==> src/rtl/if_id_buf.sv <==
// IF/ID pipeline buffer: a 2-entry FIFO of {pc, inst} between fetch and decode.
// Optional accepted-fetch counter enabled by defining IF_ID_PERF_CNT_EN.
module if_id_buf (
  input  logic        clk,
  input  logic        rst,
  input  logic [31:0] if_pc,
  input  logic        if_ce,
  input  logic [31:0] if_inst,
  input  logic        flush,
  input  logic        id_ready,
  output logic        id_valid,
  output logic [31:0] id_pc,
  output logic [31:0] id_inst,
  output logic        stall_req
`ifdef IF_ID_PERF_CNT_EN
  ,
  output logic [31:0] fetch_cnt
`endif
);

  logic [63:0] mem_q [2];
  logic [63:0] mem_d [2];
  logic        wr_ptr_q, wr_ptr_d;
  logic        rd_ptr_q, rd_ptr_d;
  logic [1:0]  count_q, count_d;
  logic        push, pop;

  // A full buffer still accepts a fetch when the head leaves in the same cycle.
  assign stall_req = (count_q == 2'd2) && !id_ready;
  assign id_valid  = (count_q != 2'd0);
  assign pop       = id_valid && id_ready;
  assign push      = if_ce && !stall_req && !flush;
  assign id_pc     = id_valid ? mem_q[rd_ptr_q][63:32] : 32'h0;
  assign id_inst   = id_valid ? mem_q[rd_ptr_q][31:0]  : 32'h0;

  always_comb begin
    wr_ptr_d = wr_ptr_q;
    rd_ptr_d = rd_ptr_q;
    count_d  = count_q;
    if (flush) begin
      wr_ptr_d = 1'b0;
      rd_ptr_d = 1'b0;
      count_d  = 2'd0;
    end else begin
      if (push) wr_ptr_d = ~wr_ptr_q;
      if (pop)  rd_ptr_d = ~rd_ptr_q;
      case ({push, pop})
        2'b10:   count_d = count_q + 2'd1;
        2'b01:   count_d = count_q - 2'd1;
        default: count_d = count_q;
      endcase
    end
  end

  always_ff @(posedge clk or negedge rst) begin
    if (!rst) begin
      wr_ptr_q <= 1'b0;
      rd_ptr_q <= 1'b0;
      count_q  <= 2'd0;
    end else begin
      wr_ptr_q <= wr_ptr_d;
      rd_ptr_q <= rd_ptr_d;
      count_q  <= count_d;
    end
  end

  genvar gi;
  generate
    for (gi = 0; gi < 2; gi++) begin : g_entry
      always_comb begin
        mem_d[gi] = mem_q[gi];
        if (push && (wr_ptr_q == gi[0])) mem_d[gi] = {if_pc, if_inst};
      end

      always_ff @(posedge clk or negedge rst) begin
        if (!rst) mem_q[gi] <= 64'h0;
        else      mem_q[gi] <= mem_d[gi];
      end
    end
  endgenerate

`ifdef IF_ID_PERF_CNT_EN
  logic [31:0] fetch_cnt_q, fetch_cnt_d;

  always_comb begin
    fetch_cnt_d = fetch_cnt_q;
    if (push) fetch_cnt_d = fetch_cnt_q + 32'd1;
  end

  always_ff @(posedge clk or negedge rst) begin
    if (!rst) fetch_cnt_q <= 32'h0;
    else      fetch_cnt_q <= fetch_cnt_d;
  end

  assign fetch_cnt = fetch_cnt_q;
`endif

endmodule

==> config.mk <==
export PLATFORM = sky130hd
export DESIGN_NAME = if_id_buf
export DESIGN_NICKNAME = d
export VERILOG_FILES = /design/src/rtl/if_id_buf.sv
export SDC_FILE = /design/constraint.sdc
export NUM_CORES = 1
export LEC_CHECK = 0
export ABC_AREA = 1
export ABC_CLOCK_PERIOD_IN_PS = 2560
export CAP_MARGIN = 20
export CORE_AREA = 4 4 137 139
export DETAILED_ROUTE_END_ITERATION = 16
export DIE_AREA = 0 0 141 143
export GPL_TIMING_DRIVEN = 0
export PLACE_DENSITY = 0.59
export SLEW_MARGIN = 20
export SYNTH_ARGS = -nofsm -noshare
export SYNTH_HDL_FRONTEND = slang
export SYNTH_SLANG_ARGS = --single-unit
export TNS_END_PERCENT = 20
==> constraint.sdc <==
create_clock -name clk -period 2.56 [get_ports clk]
set_input_delay 0.256 -clock clk [delete_from_list [all_inputs] [get_ports clk]]
set_output_delay 0.256 -clock clk [all_outputs]
set_load 0.005 [all_outputs]
== Word-level counts from Yosys, hierarchy flattened ==
Index checks and enable logic that the tools add are counted.

* Logic and storage cells: 38
* Bits of input ports: 69
* Output and inout port bits: 66
* Bits in registers: 132

* Add/sub/neg operators: 2
* Bitwise gates (word level): 3
* $lt $le $gt $ge: 1
* Reductions and logical operators: 13
* Mux-type cells: 11
* Equality and inequality tests: 3

{| class="wikitable"
|+ Operators with widths
! operator !! number
|-
| 64-bit 2-to-1 mux || 3
|-
| 32-bit 2-to-1 mux || 2
|-
| 1-bit logical AND || 6
|-
| 2-bit nonzero test || 3
|-
| 2-bit == test, second input constant || 2
|-
| 1-bit 2-to-1 mux || 4
|-
| 2-bit case mux with 2 select lines || 1
|-
| 1-bit zero test || 3
|-
| 3-bit nonzero test || 1
|-
| 2-bit by 1-bit adder with 2-bit output, second input constant || 1
|-
| 2-bit by 1-bit == test with 1-bit output, second input constant || 1
|-
| 2-bit greater-or-equal comparator, second input constant || 1
|-
| 2-bit 2-to-1 mux || 1
|-
| 1-bit NOT || 2
|-
| 1-bit NOT with 2-bit output || 1
|-
| 2-bit by 1-bit subtractor with 2-bit output, second input constant || 1
|}

== Depth between registers and ports, before layout ==
* Depth after elaboration: 8
* Depth in mapped cells: 8
* Depth with buffers taken out: 8

== Least setup slack after synthesis ==
OpenSTA, ideal clock, no wires.

* Kind: flip-flop to output port
* Start: reg rd_ptr_q
* End: out id_inst[0]
* Arrival: 1081 ps
* Buffers on the path: 2
* Stages on the path, launching flop included: 6
* Required time: 2304 ps
* Path slack: 1223 ps
* Path through: dfrtp_1 inv_1 buf_2 clkbuf_1 nand2_1 a21oi_1

* Cells in the longest elaborated chain, start to end: 5

{| class="wikitable"
|+ Ends and longest elaborated chain
! element !! line !! RTL
|-
| start, declared || 24 || <nowiki>logic rd_ptr_q, rd_ptr_d;</nowiki>
|-
| start signal, assigned || 62 || <nowiki>rd_ptr_q <= rd_ptr_d;</nowiki>
|-
| 1-bit NOT with 2-bit output (not written as such) || 34 || <nowiki>assign id_inst = id_valid ? mem_q[rd_ptr_q][31:0] : 32'h0;</nowiki>
|-
| 64-bit 2-to-1 mux (not written as such) (3 in series) || 34 ||
|-
| 32-bit 2-to-1 mux || 34 ||
|-
| end, declared || 13 || <nowiki>output logic [31:0] id_inst,</nowiki>
|}

Every way passes these cells. The select of a mux whose other input is x is not followed.

== Worst setup path in the final report ==
* Start: reg rd_ptr_q
* End: out id_inst[10]

Same word-level chain as after synthesis.

==> impl_metrics.json <==
{
  "outcome": "finished clean",
  "die_height_um": 143,
  "place_inst": 1093,
  "num_antenna_cells": 0,
  "synth_fa_ha_area_share_pct": 0,
  "grt_pass1_wl_mm": 27.0,
  "dpl_cell_area_um2": 7860,
  "port_buffers": 134,
  "post_cts_buffers": 0,
  "synth_top_family_by_area": "compound AO/OA/AOI/OAI gates",
  "cts_root_buf": "clkbuf_16",
  "muxShareOfSynthArea_pct": 0,
  "synth-xor-area-share_pct": 0,
  "io_pins": 135,
  "vias_per_cell": 4.61,
  "worstSkewPairLatency_ns": 0.41,
  "antenna_found_initial": 0,
  "yosys_warnings": 0,
  "core_region_area_um2": 17700,
  "area_growth_pct": 37.4,
  "nNetsFinal": 953,
  "crit_type": "reg2out",
  "rsz0062_at_grt": "yes",
  "grt_max_degree": 84,
  "rows": 49,
  "p_int_mw": 5.00,
  "totalPowerFinal_mw": 6.99,
  "timing.critical_path.arrival_ns": 2.18,
  "synth.net_count": 798,
  "powerDensity_nw_per_um2": 821,
  "fin_crit_sh_pct": 95.1,
  "synth_cells": 729,
  "ys_seq_area_share_pct": 53.3,
  "final_layout_size_suffix_gt1_share_pct": 13.9,
  "clkSinkCount": 132,
  "final_area_um2": 8510,
  "ctsLongestPathBuffers": 2,
  "drt-initial-drc-count": 292,
  "grt_pass1_vias": 5269,
  "place_hpwl_mm": 11.0,
  "fin_cells": 1126,
  "vias": 5188,
  "drt_first_pass_iters": 4,
  "cp_max_fo": 10,
  "netlist_area_um2": 6190,
  "finalSetupViolCount": 0,
  "sw_frac_of_total_pct": 28.4,
  "ir_drop_mv": 0.455,
  "start_util_pct": 35.1,
  "synth_compound_area_share_pct": 18.4,
  "p_leak_nw": 4.01,
  "place.gp.congestion": 0.737,
  "worst_pin_slew_ns": 0.542,
  "clkPwrFrac_pct": 35.7,
  "finalHoldViolCount": 0,
  "p_sw_mw": 1.98,
  "gr-total-overflow": 0,
  "ys_seq_elements": 132,
  "hold_path.class": "in2async",
  "ant_nets": 0,
  "slew_headroom_pct": 63.9,
  "cts_made_buffers": 17,
  "die-area_um2": 20200,
  "grt_use_total_pct": 16.8,
  "die_x_um": 141,
  "crit_path_end_kind": "output port",
  "avgSynthCellArea_um2": 8.50,
  "slew_viol_final": 0,
  "seq_power_share_pct": 40.8,
  "crit_required_ns": 2.30,
  "tritoncts": "done",
  "setup_tns_ns": 0,
  "route.detailed.drc": 0,
  "finClkSkew_ns": 0.00481,
  "fin_crit_ns": 2.44,
  "pwr-share-comb_pct": 23.5,
  "maxCapViolCount": 0,
  "drt-total-wl_mm": 16.4,
  "wl_per_cell_um": 14.6,
  "fmax_ghz": 0.411,
  "clk_pin_slew_ns": 0.06,
  "synth_simple_gate_area_share_pct": 17.4,
  "critPathLaunchType": "flip-flop",
  "cts-htree-levels": 4,
  "ys_types": 18
}
## cells in the mapped netlist (all sizes together)
| cell | instances | area, um2 |
|---|---|---|
| clkbuf | 12 | 45.0 |
| o21ai | 131 | 806 |
| nand4 | 5 | 43.8 |
| nand2 | 262 | 983 |
| a21oi | 65 | 325 |
| dfrtp | 132 | 3300 |
| nor2 | 4 | 15.0 |
| buf | 37 | 347 |
| o211ai | 1 | 7.51 |
| nand3 | 5 | 37.5 |
| inv | 75 | 282 |
## per-layer routing
metal,part of all wire (%),track usage [%],wire [um]
met3,5.4,4.29,886
met2,46,27.0,7590
met4,1.1,4.39,175
met5,0,0,0
met1,47,23.0,7750
## critical path, stage by stage, from the launching register on
cell and delay (ns):
dfrtp_1 0.33, buf_2 0.28, clkbuf_2 0.30, nand2_1 0.07, a21oi_1 0.23, clkdlybuf4s50_1 0.54
## cell type report
cell class,instances,area (um2)
Tap cell,229,287
Buffer,49,419
Timing Repair Buffer,136,1380
Multi-Input combinational cell,473,2220
Sequential cell,132,3300
Clock buffer,25,526
Inverter,75,282
Fill cell,1741,9150
Clock inverter,7,92.6
## state kept, by name, summed over array words and instances, names as in the netlist
register and flops:
mem_q 128, wr_ptr_q 1, rd_ptr_q 1, count_q 2
## power by group through the flow
stage | registers [mW] | logic [mW] | clock network [mW]
floorplan | 2.83 | 0.964 | 0
global placement | 2.87 | 1.63 | 0
detailed placement | 2.88 | 1.66 | 0
CTS | 2.85 | 1.67 | 2.55
global route | 2.92 | 1.87 | 2.64
finish | 2.85 | 1.64 | 2.50
## cell usage in the layout (no fill, tap or decap)
master	n
nand2_1	262
clkdlybuf4s50_1	133
dfrtp_1	132
o21ai_1	79
inv_1	73
a21oi_1	65
o21ai_2	40
buf_6	25
clkbuf_16	17
o21ai_0	12
buf_2	10
clkbuf_8	7
clkbuf_4	6
clkbuf_2	4
nor2_1	4
nand3_1	4
clkbuf_1	3
nand4_1	3
clkinvlp_4	3
inv_2	2
nand4_2	2
buf_4	2
clkinv_2	2
bufinv_16	2
nand3_4	1
o211ai_1	1
dlygate4sd3_1	1
buf_8	1
buf_16	1
## logic make-up after synthesis
| group | after synthesis |
|---|---|
| buffers and inverters | 124 |
| and+or+nand+nor | 276 |
| AOI/OAI and AO/OA | 197 |
| DFF | 132 |
## per-stage QoR
step | worst slack [ns] | util (%) | hold slack (ns)
2_1_floorplan | 1.22 | - | -0.0396
3_3_place_gp | -4.24 | 44.3 | 0.465
3_5_place_dp | 0.255 | 44.5 | 0.188
4_1_cts | 0.0201 | 48.2 | 0.341
5_1_grt | -0.0154 | 48.2 | 0.354
6_report | 0.124 | 48.2 | 0.330
## repair_timing
action | 4_1_cts | 5_1_grt
setup endpoints to repair | 49 | 28
pin swaps | 0 | 0
hold buffers | 1 | 0
gates resized for setup | 12 | 8
cloned | 0 | 0
hold endpoints to repair | 49 | 0
## final timing paths
| kind | start | end | slack [ns] | cells past startpoint |
|---|---|---|---|---|
| max | rd_ptr_q$_DFFE_PN0P_ | id_inst[10] | 0.12 | 5 |
| max in group asynchronous | rst | mem_q[65]$_DFFE_PN0P_ | 1.47 | 3 |
| min | rst | mem_q[26]$_DFFE_PN0P_ | 0.33 | 2 |
| max reg2reg | count_q[0]$_DFFE_PN0P_ | mem_q[68]$_DFFE_PN0P_ | 1.19 | 5 |
| min in group clk | if_pc[25] | mem_q[121]$_DFFE_PN0P_ | 0.40 | 3 |
| min reg2reg | mem_q[107]$_DFFE_PN0P_ | mem_q[107]$_DFFE_PN0P_ | 0.48 | 2 |
Power figures use the tool's default switching activity.
